<file path="config.mk">
export PLATFORM = sky130hd
export DESIGN_NAME = seq_divider
export DESIGN_NICKNAME = d
export VERILOG_FILES = /design/src/rtl/seq_divider.sv
export SDC_FILE = /design/constraint.sdc
export NUM_CORES = 1
export LEC_CHECK = 0
export BUFFER_PORTS_ARGS = -buffer_cell sky130_fd_sc_hd__buf_2
export CAP_MARGIN = 5
export CORE_ASPECT_RATIO = 1.2
export CORE_MARGIN = 4
export CORE_UTILIZATION = 55
export CTS_CLUSTER_DIAMETER = 150
export CTS_CLUSTER_SIZE = 40
export DETAILED_ROUTE_END_ITERATION = 10
export PLACE_DENSITY = 0.82
export SETUP_SLACK_MARGIN = 0.2
export SLEW_MARGIN = 20
export SYNTH_ARGS = -nofsm -noshare
export SYNTH_HDL_FRONTEND = slang
export SYNTH_SLANG_ARGS = --single-unit
</file>
<file path="constraint.sdc">
create_clock -name clk -period 3.8 [get_ports clk]
set_input_delay 1.14 -clock clk [delete_from_list [all_inputs] [get_ports clk]]
set_output_delay 1.14 -clock clk [all_outputs]
set_load 0.005 [all_outputs]
</file>
<file path="src/rtl/seq_divider.sv">
// seq_divider: sequential unsigned restoring divider, one quotient bit per clock.
// Optional SEQ_DIVIDER_EARLY_OUT_EN skips the dividend's leading zeros.
`default_nettype none

module seq_divider #(
    parameter int DVD_W = 32,
    parameter int DVR_W = 16
) (
    input  logic             clk,
    input  logic             rst_n,
    input  logic             in_valid,
    output logic             in_ready,
    input  logic [DVD_W-1:0] dividend,
    input  logic [DVR_W-1:0] divisor,
    output logic             out_valid,
    input  logic             out_ready,
    output logic [DVD_W-1:0] quotient,
    output logic [DVR_W-1:0] remainder,
    output logic             div_by_zero,
    output logic             busy
);
    localparam int         CNT_W  = $clog2(DVD_W + 1);
    localparam logic [1:0] S_IDLE = 2'd0;
    localparam logic [1:0] S_BUSY = 2'd1;
    localparam logic [1:0] S_DONE = 2'd2;

    logic [1:0]       r_state;
    logic [1:0]       w_next;
    logic [DVD_W-1:0] r_q;
    logic [DVR_W-1:0] r_r;
    logic [DVR_W-1:0] r_dvr;
    logic [CNT_W-1:0] r_cnt;
    logic             r_dbz;

    logic             w_accept;
    logic             w_release;
    logic             w_last;
    logic [DVR_W:0]   w_t;
    logic [DVR_W:0]   w_diff;
    logic             w_ge;
    logic [DVD_W-1:0] w_load_q;
    logic [CNT_W-1:0] w_load_cnt;

    assign w_accept  = in_valid && in_ready;
    assign w_release = out_valid && out_ready;
    assign w_last    = (r_cnt == '0);

    // Trial value is one bit wider than the divisor so it never truncates.
    assign w_t    = {r_r, r_q[DVD_W-1]};
    assign w_ge   = (w_t >= {1'b0, r_dvr});
    assign w_diff = w_t - {1'b0, r_dvr};

`ifdef SEQ_DIVIDER_EARLY_OUT_EN
    logic [CNT_W-1:0] w_lz;

    always_comb begin
        w_lz = CNT_W'(DVD_W);
        for (int i = 0; i < DVD_W; i++) begin
            if (dividend[i]) w_lz = CNT_W'(DVD_W - 1 - i);
        end
    end

    // A zero dividend still runs one iteration on Q=0, which yields 0 r 0.
    assign w_load_q   = dividend << w_lz;
    assign w_load_cnt = (w_lz == CNT_W'(DVD_W)) ? '0 : CNT_W'(DVD_W - 1) - w_lz;
`else
    assign w_load_q   = dividend;
    assign w_load_cnt = CNT_W'(DVD_W - 1);
`endif

    always_ff @(posedge clk or negedge rst_n) begin
        if (!rst_n) r_state <= S_IDLE;
        else        r_state <= w_next;
    end

    always_comb begin
        w_next = r_state;
        case (r_state)
            S_IDLE:  if (w_accept)  w_next = S_BUSY;
            S_BUSY:  if (w_last)    w_next = S_DONE;
            S_DONE:  if (w_release) w_next = S_IDLE;
            default: w_next = S_IDLE;
        endcase
    end

    always_comb begin
        in_ready  = (r_state == S_IDLE);
        busy      = (r_state == S_BUSY);
        out_valid = (r_state == S_DONE);
    end

    // Zero divisor preloads the final result and spends one idle BUSY cycle.
    always_ff @(posedge clk or negedge rst_n) begin
        if (!rst_n) begin
            r_q   <= '0;
            r_r   <= '0;
            r_dvr <= '0;
            r_cnt <= '0;
            r_dbz <= 1'b0;
        end else begin
            case (r_state)
                S_IDLE: begin
                    if (w_accept) begin
                        r_dvr <= divisor;
                        r_dbz <= (divisor == '0);
                        if (divisor == '0) begin
                            r_q   <= '1;
                            r_r   <= dividend[DVR_W-1:0];
                            r_cnt <= '0;
                        end else begin
                            r_q   <= w_load_q;
                            r_r   <= '0;
                            r_cnt <= w_load_cnt;
                        end
                    end
                end
                S_BUSY: begin
                    if (!r_dbz) begin
                        r_r <= DVR_W'(w_ge ? w_diff : w_t);
                        r_q <= {r_q[DVD_W-2:0], w_ge};
                    end
                    if (!w_last) r_cnt <= r_cnt - 1'b1;
                end
                S_DONE: begin
                    if (w_release) r_dbz <= 1'b0;
                end
                default: ;
            endcase
        end
    end

    assign quotient    = r_q;
    assign remainder   = r_r;
    assign div_by_zero = r_dbz;

endmodule

`default_nettype wire

</file>
==> metrics.txt <==
Layout area overhead=16.0%; Net Sw Frac=0.464; pre-CTS setup slack=764 ps; Slew headroom=0.508; Seq/Total Area, Yosys=0.402; vias in the first global route=4313; setup ws final=1100 ps; Commonest cells post-synth=73 x dfrtp_1, 64 x nand2_1, 50 x nor2_1; post-DR wirelength/cell=17.4 um; Crit Path Class=flip-flop to flip-flop; first-pass GRT wire length=20.9 mm; buffers plus inverters on the worst setup path=1; Crit path max-delay family=compound AO/OA/AOI/OAI gates; drt total wl=12.4 mm; # port buffers=103; pwr dens=1130 nW/um^2; Synth area leader=dfrtp_1; maxcap violations=0; Skew-Pair Late Insertion Delay=370 ps; outcome=complete, no violations; top cells by area, synth=dfrtp_1 40%, nand2_1 5.3%, o31ai_1 5.1%; die area=9800 sq um; Tcrit/Tclk final=0.709; TritonCTS buffer count=9; TritonCTS clock tree=done; CP Cell Sequence=ha_1 > nand2_1 > o21bai_1 > o21ba_4 > o21a_4 > o31ai_4 > buf_4 > mux2_4 > o21ai_2; die width=91.0 um; Placed Instance Area=5080 sq um; Comb pwr share=0.635; GRT Residual Overflow=0; die height=108 um; sw power=2.77 mW; core area=8110 sq um; final clock skew=12.4 ps; Initial DRC Count=316; Post-CTS Hold Buffers=0; IO Pins=104; Cells after Synth=523; DR DRC count=0; Final Core Density=0.651; H-Tree Depth=3; syn nets=594; slowest stage delay, CP=500 ps; clk buf depth=2; Peak supply drop=518 uV; number of synthesized flops with an enable pin=0; Peak Freq=371 MHz; crit-path max FO=15; Worst-path clk slew=80 ps; Worst path depth=9; Most used DFF post-synth=dfrtp_1; Row Count=36; startpoint types=flip-flop; Worst-Margin Slew=738 ps; ANT cells=0; Fillers=672; Synthesis Warnings=0; total power=5.96 mW; reg2reg path depth=9; Clk pwr share=0.105; DR pass1 iterations=5; multi-input logic area=2450 sq um; Worst Hold Depth=2; final setup vio count=0; slowest stage cell, crit path=ha_1; GRT Util Overall=0.268; Starting Density=0.561; Final ANT Viol Nets=0; Post-DP HPWL=9.30 mm; Crit. End Element=flip-flop; Syn Area/Cell=8.70 sq um; # nets final=683; reg2reg setup slack=1100 ps; Yosys cell types=72; worst path required time=4090 ps; Sink Count=73; Syn Std Cell Area=4550 sq um; Final Hold Viols=0; vias per cell=6.04; Sum Neg Setup Slack=0 ps; Synth top area share=0.402; most frequent cell after synthesis=dfrtp_1; routed vias=4297; share of layout cells above drive strength 1=0.248; largest net degree at the start of global routing=49; RSZ-0062 raised after global routing=no; hold crit path type=flip-flop to flip-flop; Synth async-reset ratio=1.00; sequential cell area=1830 sq um; root buffer cell=clkbuf_8; min Tclk post-route=2700 ps; Worst EP arrival=2990 ps; GPL Wtd Cong=0.895; initial antenna violation count=1; CTS resizes=0; FF+latch count, synth=73; LEAKAGE=2.43 nW; Sequential Power Share=0.259; setup bufs post-CTS=0; Slew Viols, Final=0; Pint=3.19 mW; final instance area=5280 sq um
==> state kept, by name (all words and copies together), names as in the netlist <==
signal,count
r_dvr,16
r_cnt,6
div_by_zero,1
remainder,16
r_state,2
quotient,32
==> power by group through the flow <==
| stage | logic (mW) | clock network [mW] | registers (mW) |
|---|---|---|---|
| 2_1_floorplan | 2.90 | 0 | 1.49 |
| 3_3_place_gp | 3.63 | 0 | 1.54 |
| 3_5_place_dp | 3.76 | 0 | 1.55 |
| 4_1_cts | 3.78 | 0.629 | 1.54 |
| 5_1_grt | 4.22 | 0.663 | 1.60 |
| 6_report | 3.79 | 0.629 | 1.55 |
==> metal layers <==
| layer | up-vias | share of wire | track usage |
|---|---|---|---|
| met3 | 27 | 0.070 | 0.0580 |
| met2 | 158 | 0.50 | 0.463 |
| li1 | 2040 | - | - |
| met5 | - | 0 | 0 |
| met4 | 0 | 0.022 | 0.105 |
| met1 | 2072 | 0.41 | 0.326 |
==> worst reg2reg max path: stages (launching register included) <==
cell and delay, ps:
dfrtp_1 440, ha_1 500, nand2_1 200, o21bai_1 220, o21ba_4 180, o21a_4 210
o31ai_4 90, buf_4 340, mux2_4 340, o21ai_2 100
==> cell families after synthesis <==
logic type               synth area share
buffers and inverters              0.0597
flip-flops                          0.402
AO/OA/AOI/OAI                       0.227
XOR/XNOR                           0.0231
adder cells (fa/ha/maj)            0.0539
AND/OR/NAND/NOR                     0.200
multiplexers                       0.0344
==> through the flow <==
stage                     hold WS [ps]  cells
after global routing               545    712
after global placement             485    696
after CTS                          511    712
after detailed placement           489    696
final                              510    712
after floorplan                    485    523
==> final cells by class <==
cell class | instances | area share
Clock inverter | 5 | 0.0104
Inverter | 25 | 0.0178
Sequential cell | 73 | 0.346
Clock buffer | 11 | 0.0268
Multi-Input combinational cell | 390 | 0.465
Tap cell | 95 | 0.0225
Timing Repair Buffer | 113 | 0.112
==> path summary, 6_finish.rpt <==
check	start	endpoint
max in group asynchronous	rst_n	div_by_zero$_DFFE_PN0P_
max	remainder[11]$_DFFE_PN0P_	remainder[0]$_DFFE_PN0P_
max reg2reg	remainder[11]$_DFFE_PN0P_	remainder[0]$_DFFE_PN0P_
min in group asynchronous	rst_n	r_dvr[9]$_DFFE_PN0P_
min	quotient[4]$_DFFE_PN0P_	quotient[4]$_DFFE_PN0P_
min reg2reg	quotient[4]$_DFFE_PN0P_	quotient[4]$_DFFE_PN0P_
==> layout by cell type, fill, tap and decap left out, drive strengths merged, types with 3 or more instances in the layout <==
cell type	instances
a211oi	4
a21o	5
a21oi	37
a31oi	5
and2	3
and3	12
buf	113
clkbuf	11
dfrtp	73
ha	18
inv	25
mux2i	13
nand2	64
nand3	10
nor2	51
nor3	33
nor4	5
o211ai	3
o21a	3
o21ai	39
o31ai	32
xnor2	7
xor2	5
Note: power is estimated with default switching activity, not from simulation.
